[config.mk]
export PLATFORM = sky130hd
export DESIGN_NAME = ysyx_23060184_axi_rr_arbiter
export DESIGN_NICKNAME = d
export VERILOG_FILES = /design/src/rtl/ysyx_23060184_axi_rr_arbiter.sv
export SDC_FILE = /design/constraint.sdc
export NUM_CORES = 1
export LEC_CHECK = 0
export ABC_AREA = 1
export CAP_MARGIN = 5
export CORE_AREA = 2 2 157 159
export CTS_CLUSTER_DIAMETER = 60
export DETAILED_ROUTE_END_ITERATION = 16
export DIE_AREA = 0 0 159 161
export PLACE_DENSITY = 0.43
export RECOVER_POWER = 50
export SLEW_MARGIN = 20
export SYNTH_ARGS = -nofsm -noshare
export SYNTH_HDL_FRONTEND = slang
export SYNTH_SLANG_ARGS = --single-unit
[constraint.sdc]
create_clock -name clk -period 3.2 [get_ports clk]
set_input_delay 0.8 -clock clk [delete_from_list [all_inputs] [get_ports clk]]
set_output_delay 0.8 -clock clk [all_outputs]
set_load 0.1 [all_outputs]
[src/rtl/ysyx_23060184_axi_rr_arbiter.sv]
// N-master to 1-slave AXI4-lite arbiter: grants one master at a time and holds the grant
// until that transaction's response handshake, scheduling round-robin or by fixed priority.
module ysyx_23060184_axi_rr_arbiter #(
    parameter int NUM_MASTERS   = 2,
    parameter int ADDR_WIDTH    = 32,
    parameter int DATA_WIDTH    = 32,
    parameter int RESP_WIDTH    = 2,
    parameter int PRIORITY_MODE = 0
) (
    input  logic                                  clk,
    input  logic                                  rst,
    // master side
    input  logic [NUM_MASTERS-1:0]                m_arvalid,
    output logic [NUM_MASTERS-1:0]                m_arready,
    input  logic [NUM_MASTERS*ADDR_WIDTH-1:0]     m_araddr,
    output logic [NUM_MASTERS-1:0]                m_rvalid,
    input  logic [NUM_MASTERS-1:0]                m_rready,
    output logic [DATA_WIDTH-1:0]                 m_rdata,
    output logic [RESP_WIDTH-1:0]                 m_rresp,
    input  logic [NUM_MASTERS-1:0]                m_awvalid,
    output logic [NUM_MASTERS-1:0]                m_awready,
    input  logic [NUM_MASTERS*ADDR_WIDTH-1:0]     m_awaddr,
    input  logic [NUM_MASTERS-1:0]                m_wvalid,
    output logic [NUM_MASTERS-1:0]                m_wready,
    input  logic [NUM_MASTERS*DATA_WIDTH-1:0]     m_wdata,
    input  logic [NUM_MASTERS*DATA_WIDTH/8-1:0]   m_wstrb,
    output logic [NUM_MASTERS-1:0]                m_bvalid,
    input  logic [NUM_MASTERS-1:0]                m_bready,
    output logic [RESP_WIDTH-1:0]                 m_bresp,
    // slave side
    output logic                                  s_arvalid,
    input  logic                                  s_arready,
    output logic [ADDR_WIDTH-1:0]                 s_araddr,
    input  logic                                  s_rvalid,
    output logic                                  s_rready,
    input  logic [DATA_WIDTH-1:0]                 s_rdata,
    input  logic [RESP_WIDTH-1:0]                 s_rresp,
    output logic                                  s_awvalid,
    input  logic                                  s_awready,
    output logic [ADDR_WIDTH-1:0]                 s_awaddr,
    output logic                                  s_wvalid,
    input  logic                                  s_wready,
    output logic [DATA_WIDTH-1:0]                 s_wdata,
    output logic [DATA_WIDTH/8-1:0]               s_wstrb,
    input  logic                                  s_bvalid,
    output logic                                  s_bready,
    input  logic [RESP_WIDTH-1:0]                 s_bresp,
    // status
    output logic [NUM_MASTERS-1:0]                grant,
    output logic                                  busy
);

    localparam int SW = DATA_WIDTH / 8;
    localparam int IW = (NUM_MASTERS > 1) ? $clog2(NUM_MASTERS) : 1;

    typedef enum logic [2:0] {
        ST_IDLE,
        ST_RD_ADDR,
        ST_RD_DATA,
        ST_WR_REQ,
        ST_WR_RESP
    } state_t;

    state_t                  r_state;
    state_t                  w_state_nxt;
    logic [NUM_MASTERS-1:0]  r_grant;
    logic [IW-1:0]           r_gidx;
    logic [IW-1:0]           r_ptr;
    logic                    r_aw_done;
    logic                    r_w_done;

    logic [NUM_MASTERS-1:0]  w_req;
    logic [NUM_MASTERS-1:0]  w_sel_onehot;
    logic [IW-1:0]           w_sel_idx;
    logic                    w_sel_found;
    logic [IW-1:0]           w_ptr_nxt;
    logic                    w_ar_hs, w_r_hs, w_aw_hs, w_w_hs, w_b_hs;
    logic                    w_wr_both_done;

    logic [ADDR_WIDTH-1:0]   w_araddr_arr [NUM_MASTERS];
    logic [ADDR_WIDTH-1:0]   w_awaddr_arr [NUM_MASTERS];
    logic [DATA_WIDTH-1:0]   w_wdata_arr  [NUM_MASTERS];
    logic [SW-1:0]           w_wstrb_arr  [NUM_MASTERS];

    for (genvar gi = 0; gi < NUM_MASTERS; gi++) begin : g_unpack
        assign w_araddr_arr[gi] = m_araddr[gi*ADDR_WIDTH +: ADDR_WIDTH];
        assign w_awaddr_arr[gi] = m_awaddr[gi*ADDR_WIDTH +: ADDR_WIDTH];
        assign w_wdata_arr[gi]  = m_wdata[gi*DATA_WIDTH +: DATA_WIDTH];
        assign w_wstrb_arr[gi]  = m_wstrb[gi*SW +: SW];
    end

    assign w_req = m_arvalid | m_awvalid;

    // Winner search: starts at the pointer in round-robin mode, at index 0 in fixed mode.
    always_comb begin
        int            j;
        logic [IW-1:0] cand;
        // NOTE: every variable gets a default before any branch so no latch is inferred.
        w_sel_idx    = '0;
        w_sel_found  = 1'b0;
        w_sel_onehot = '0;
        j            = 0;
        cand         = '0;
        for (int i = 0; i < NUM_MASTERS; i++) begin
            if (PRIORITY_MODE != 0) begin
                j = i;
            end else begin
                j = int'(r_ptr) + i;
                if (j >= NUM_MASTERS) j = j - NUM_MASTERS;
            end
            cand = IW'(j);
            if (!w_sel_found && w_req[cand]) begin
                w_sel_found = 1'b1;
                w_sel_idx   = cand;
            end
        end
        w_sel_onehot[w_sel_idx] = w_sel_found;
    end

    assign w_ptr_nxt = (r_gidx == IW'(NUM_MASTERS - 1)) ? '0 : r_gidx + 1'b1;

    assign w_ar_hs        = s_arvalid & s_arready;
    assign w_r_hs         = s_rvalid  & s_rready;
    assign w_aw_hs        = s_awvalid & s_awready;
    assign w_w_hs         = s_wvalid  & s_wready;
    assign w_b_hs         = s_bvalid  & s_bready;
    assign w_wr_both_done = (r_aw_done | w_aw_hs) & (r_w_done | w_w_hs);

    always_comb begin
        w_state_nxt = r_state;
        case (r_state)
            ST_IDLE:    if (w_sel_found)
                            w_state_nxt = m_arvalid[w_sel_idx] ? ST_RD_ADDR : ST_WR_REQ;
            ST_RD_ADDR: if (w_ar_hs)        w_state_nxt = ST_RD_DATA;
            ST_RD_DATA: if (w_r_hs)         w_state_nxt = ST_IDLE;
            ST_WR_REQ:  if (w_wr_both_done) w_state_nxt = ST_WR_RESP;
            ST_WR_RESP: if (w_b_hs)         w_state_nxt = ST_IDLE;
            default:                        w_state_nxt = ST_IDLE;
        endcase
    end

    // Handshake routing is purely combinational through the registered grant index.
    always_comb begin
        m_arready = '0;
        m_rvalid  = '0;
        m_awready = '0;
        m_wready  = '0;
        m_bvalid  = '0;
        s_arvalid = 1'b0;
        s_rready  = 1'b0;
        s_awvalid = 1'b0;
        s_wvalid  = 1'b0;
        s_bready  = 1'b0;
        s_araddr  = '0;
        s_awaddr  = '0;
        s_wdata   = '0;
        s_wstrb   = '0;
        if (r_state != ST_IDLE) begin
            s_araddr = w_araddr_arr[r_gidx];
            s_awaddr = w_awaddr_arr[r_gidx];
            s_wdata  = w_wdata_arr[r_gidx];
            s_wstrb  = w_wstrb_arr[r_gidx];
        end
        case (r_state)
            ST_RD_ADDR: begin
                s_arvalid         = m_arvalid[r_gidx];
                m_arready[r_gidx] = s_arready;
            end
            ST_RD_DATA: begin
                m_rvalid[r_gidx] = s_rvalid;
                s_rready         = m_rready[r_gidx];
            end
            ST_WR_REQ: begin
                s_awvalid         = m_awvalid[r_gidx] & ~r_aw_done;
                m_awready[r_gidx] = s_awready & ~r_aw_done;
                s_wvalid          = m_wvalid[r_gidx] & ~r_w_done;
                m_wready[r_gidx]  = s_wready & ~r_w_done;
            end
            ST_WR_RESP: begin
                m_bvalid[r_gidx] = s_bvalid;
                s_bready         = m_bready[r_gidx];
            end
            default: ;
        endcase
    end

    always_ff @(posedge clk) begin
        if (rst) begin
            r_state   <= ST_IDLE;
            r_grant   <= '0;
            r_gidx    <= '0;
            r_ptr     <= '0;
            r_aw_done <= 1'b0;
            r_w_done  <= 1'b0;
        end else begin
            // NOTE: sequential state uses non-blocking assignments so every register
            // samples the pre-edge values regardless of statement order.
            r_state <= w_state_nxt;
            case (r_state)
                ST_IDLE: begin
                    if (w_sel_found) begin
                        r_gidx  <= w_sel_idx;
                        r_grant <= w_sel_onehot;
                    end
                end
                ST_WR_REQ: begin
                    if (w_wr_both_done) begin
                        r_aw_done <= 1'b0;
                        r_w_done  <= 1'b0;
                    end else begin
                        if (w_aw_hs) r_aw_done <= 1'b1;
                        if (w_w_hs)  r_w_done  <= 1'b1;
                    end
                end
                ST_RD_DATA, ST_WR_RESP: begin
                    if (w_state_nxt == ST_IDLE) begin
                        r_grant <= '0;
                        r_ptr   <= w_ptr_nxt;
                    end
                end
                default: ;
            endcase
        end
    end

    assign m_rdata = s_rdata;
    assign m_rresp = s_rresp;
    assign m_bresp = s_bresp;
    assign grant   = r_grant;
    assign busy    = (r_state != ST_IDLE);

endmodule

* Word level (Yosys, flattened, before mapping)
Cells that the tools add are included.
** Word-level totals
- Logic and storage cells :: 130
- Input bits :: 253
- Register bits :: 9
- Output and inout port bits :: 154
** Operators by class
- Equal/unequal tests :: 6
- Add/subtract/negate cells :: 4
- Mux-type cells :: 67
- $lt $le $gt $ge :: 9
- Bitwise gates (word level) :: 22
- Reduce and logical (&&, ||, !) cells :: 16
** Operators by type and width (number)
- $mux 32 :: 12
- $mux 1 :: 34
- $mux 2 :: 8
- $mux 4 :: 4
- $mux 3 :: 5
- $pmux 3 s5 :: 1
- $and 2x2->2 :: 6
- $and 1x1->1 :: 10
- $lt 1x2->1 const B :: 4
- $reduce_and 2->1 :: 4
- $eq 3x2->1 const B :: 2
- $logic_not 3->1 :: 2
- $reduce_bool 2->1 :: 3
- $ge 2x2->1 const B :: 2
- $ne 2x2->1 const B :: 2
- $pmux 2 s2 :: 1
- $eq 3x1->1 const B :: 1
- $eq 3x3->1 const B :: 1
- $logic_and 1x1->1 :: 3
- $reduce_and 3->1 :: 1
- $reduce_bool 3->1 :: 1
- $add 1x1->2 const B :: 1
- $demux 1 s1 :: 2
- $ge 1x1->1 const B :: 2
- 9 further kinds :: 12

* Depth between registers and ports, before layout
- Depth in word-level cells :: 16
- Mapped depth :: 14
- Gate-level depth less buffers :: 13

* Worst setup path after synthesis
No wires, ideal clock.
- Path kind :: input to output
- From :: in s_awready
- To :: out m_awready[0]
- Cell stages on the path :: 2
- Data required time :: 2400 ps
- Buffers on the path :: 0
- Path slack :: -523 ps
- Data arrival time :: 2923 ps
- Cell sequence :: nand2_1 > nor3_1
** On the way
- Longest elaborated chain between the ends :: 3
** Ends and longest elaborated chain
- start, declared :: line 39 : input logic s_awready,
- $and 1x1->1 :: line 175 : m_awready[r_gidx] = s_awready & ~r_aw_done;
- $and 2x2->2 (no line)
- $mux 2 :: line 164 : case (r_state)
- end, declared :: line 21 : output logic [NUM_MASTERS-1:0] m_awready,
Every way passes these cells.

* Final worst setup path
- From :: reg r_state[2]
- To :: out s_araddr[19]
** On the way
- Longest elaborated chain between the ends :: 2
** Ends and longest elaborated chain
- start, declared :: line 64 : state_t r_state;
- start signal, assigned :: line 198 : r_state <= w_state_nxt;
- $reduce_bool 3->1 :: line 158 : if (r_state != ST_IDLE) begin
- $mux 32 :: line 158
- end, declared :: line 33 : output logic [ADDR_WIDTH-1:0] s_araddr,
Every way passes these cells.

==> flow_summary.ini <==
[global_route]
overflow = 0
grt_use_total = 0.125
grt_pass1_vias = 4480
grt_antenna_before_repair = 0
grt_max_degree = 61
grt_pass1_wl_um = 26000

[timing]
relSlewSlack = 0.221
rsz0062_at_grt = no
period_share = 0.901
tightest_slew_ps = 1170
setup_viol_count_final = 0
timing.fmax_mhz = 347
hold_viol = 0
period_needed_ps = 2880
skew_ps = 2.66
final.setup.worst_slack_ps = 316
slew_violations = 0

[final_layout]
fin_area_um2 = 7400
fill_cells = 2665
finalNetCount = 1235
diodes = 0
drive_gt1_frac = 0.157
syn_to_final_growth_pct = 141

[worst_setup_path]
critPathArrivalTime_ps = 2080
crit_path_max_incr_delay_ps = 470
cp-start-kind = register
cp_cell_sequence = inv_2 -> nand2_2 -> buf_4 -> nand2_1 -> inv_1 -> buf_2
cp-end-kind = output pin
cp_max_fo = 23
path_class = reg2out
cp_top_family = buffers and inverters
critPathSlowestCell = dfxtp_1
crit_required_ps = 2400
crit_buf_inv = 4

[detailed_routing]
via_count = 4690
drc_errors = 0
drt-met1-wl_um = 7100
drtIter0Drc = 264
wl_per_cell_um = 13.2
drtAntennaViolNets = 0
firstDrtPassIters = 4
wl_met3_um = 1210
viasPerCell = 3.59
route.met2.wl_um = 8700
top_layer_used = met4
totalWireLength_um = 17200

[placement]
dp_hpwl_um = 14100
placed_area_um2 = 7720
gp_congestion = 0.784
pre_cts_ws_ps = 378
port_buffers = 334

[yosys]
netlist_instances = 703
synthesis.area_um2 = 3070
ys_types = 26
ys_ff_latch = 9
ys_warn_count = 0
synth_fp_nets = 956
synth_area_per_cell_um2 = 4.37
ys_seq_area_frac = 0.0586

[power_and_ir_drop]
power_density_nw_per_um2 = 724
ir_worst_vdd_v = 0.000310
power_mw = 5.35
p_switching_mw = 3.52
p_leak_nw = 4.12
pwr-share-clk = 0.042
p_seq_frac = 0.029
swShare = 0.658
combPwrFrac = 0.930
internal-power_mw = 1.83

[clock_network]
h-tree-depth = 1
root_buffer = clkbuf_16
postCtsHoldBufs = 0
postCtsSetupBuffers = 0
clk_latency_ps = 230
clk_pin_slew_ps = 40
cts_resized = 0
clock_path_buffers = 2
cts_tree = done
numCtsBuffers = 3
cts_sinks = 9

[die]
rows = 57
fp.dieW_um = 159
ios = 407
start_util = 0.128
core_um2 = 24000
die_y_um = 161
dieArea_um2 = 25600

[flow_run]
max-cap-violations = 0

[status]
status = complete, no violations

[hold_path]
holdCritPathClass = reg2reg
[stage by stage]
stage	TNS, ps	hold WS (ps)	std cells	util
after floorplan	-2090	476	703	-
after global placement	0	518	1301	0.322
after detailed placement	0	506	1301	0.322
after CTS	0	518	1305	0.326
after global routing	0	582	1305	0.309
final	0	517	1305	0.309
[Yosys cell counts]
cell | count | area (µm²)
nand2_1 | 430 | 1610
inv_1 | 123 | 462
buf_4 | 36 | 270
nor2_1 | 19 | 71.3
clkbuf_1 | 16 | 60.1
buf_2 | 13 | 65.1
nor3_1 | 12 | 60.1
dfxtp_1 | 9 | 180
nand3_1 | 9 | 45.0
buf_1 | 6 | 22.5
inv_2 | 5 | 18.8
nand2_2 | 4 | 25.0
nand3_2 | 4 | 40.0
a21oi_1 | 3 | 15.0
nand2_4 | 3 | 33.8
a31oi_1 | 1 | 6.26
nand4_1 | 1 | 6.26
nor2_2 | 1 | 6.26
nor2_4 | 1 | 11.3
nor2_8 | 1 | 20.0
nor3_2 | 1 | 10.0
o21a_1 | 1 | 7.51
o21ai_0 | 1 | 5.00
o21ai_1 | 1 | 5.00
or2_1 | 1 | 6.26
or2_2 | 1 | 6.26
[final cells by class]
type,instances,area (µm²),area share
clock buffer,4,78.8,0.0107
inverter,128,482,0.0651
multi-input combinational,495,2000,0.270
sequential,9,184,0.0249
tap,324,405,0.0548
timing repair buffer,345,4250,0.574
[placed cells by master, fill, tap and decap left out]
master | Yosys | layout
clkbuf_1 | 16 | 3
nor2_2 | 1 | 1
nand3_2 | 4 | 3
nor3_2 | 1 | 6
clkbuf_16 | 0 | 3
o21ai_1 | 1 | 1
inv_2 | 5 | 4
or2_0 | 0 | 1
clkinv_2 | 0 | 1
nor2_1 | 19 | 20
nor2_8 | 1 | 1
nand2_4 | 3 | 2
nand2_1 | 430 | 431
buf_2 | 13 | 2
nand2_2 | 4 | 4
buf_4 | 36 | 8
clkdlybuf4s50_1 | 0 | 215
o21a_1 | 1 | 1
buf_12 | 0 | 95
nand3_1 | 9 | 10
dlygate4sd3_1 | 0 | 1
dfxtp_4 | 0 | 1
a21oi_1 | 3 | 3
o21ai_0 | 1 | 1
dfxtp_1 | 9 | 8
nand4_1 | 1 | 1
a31oi_1 | 1 | 1
nor3_1 | 12 | 7
or2_2 | 1 | 1
inv_1 | 123 | 123
clkbuf_2 | 0 | 22
[sequential cells by signal, indices dropped and copies added (netlist names)]
signal and cells:
r_state 3, grant 2, r_aw_done 1, r_gidx 1, r_ptr 1, r_w_done 1
[final timing paths]
| kind | startpoint | to | slack, ps | cells past startpoint |
|---|---|---|---|---|
| max | r_state[2] | s_araddr[19] | 320 | 6 |
| min | r_ptr | r_ptr | 520 | 2 |
| max reg2reg | r_state[2] | grant[1] | 1070 | 11 |
| min reg2reg | r_ptr | r_ptr | 520 | 2 |
[worst register-to-register path, cell delays in order (launching register included)]
cell and delay [ps]:
dfxtp_1 470, inv_2 110, nand2_2 450, buf_12 290
nor2_2 110, nand3_1 110, nand2_1 60, nor2_1 160
nand2_2 90, nand3_1 70, nand2_1 50, nor2_1 90
[logic make-up (layout without fill, tap and decap cells)]
kind of cell,after synthesis,after routing,synth area share
AND/OR/NAND/NOR,488,488,0.636
AO/OA/AOI/OAI,7,7,0.0126
buffers and inverters,199,477,0.292
flip-flops,9,9,0.0586
[routing by layer]
| metal | GRT usage | vias to the layer above |
|---|---|---|
| li1 | - | 2505 |
| met1 | 0.147 | 1965 |
| met2 | 0.237 | 200 |
| met3 | 0.0321 | 20 |
| met4 | 0.0124 | 0 |
| met5 | 0 | - |
[power by group through the flow]
| stage | Sequential (mW) | Clock [mW] | Combinational [mW] |
|---|---|---|---|
| 2_1_floorplan | 0.207 | 0 | 3.36 |
| 3_3_place_gp | 0.156 | 0 | 5.29 |
| 3_5_place_dp | 0.156 | 0 | 5.29 |
| 4_1_cts | 0.155 | 0.225 | 5.30 |
| 5_1_grt | 0.157 | 0.231 | 5.20 |
| 6_report | 0.154 | 0.223 | 4.98 |
Power figures use the tool's default switching activity.
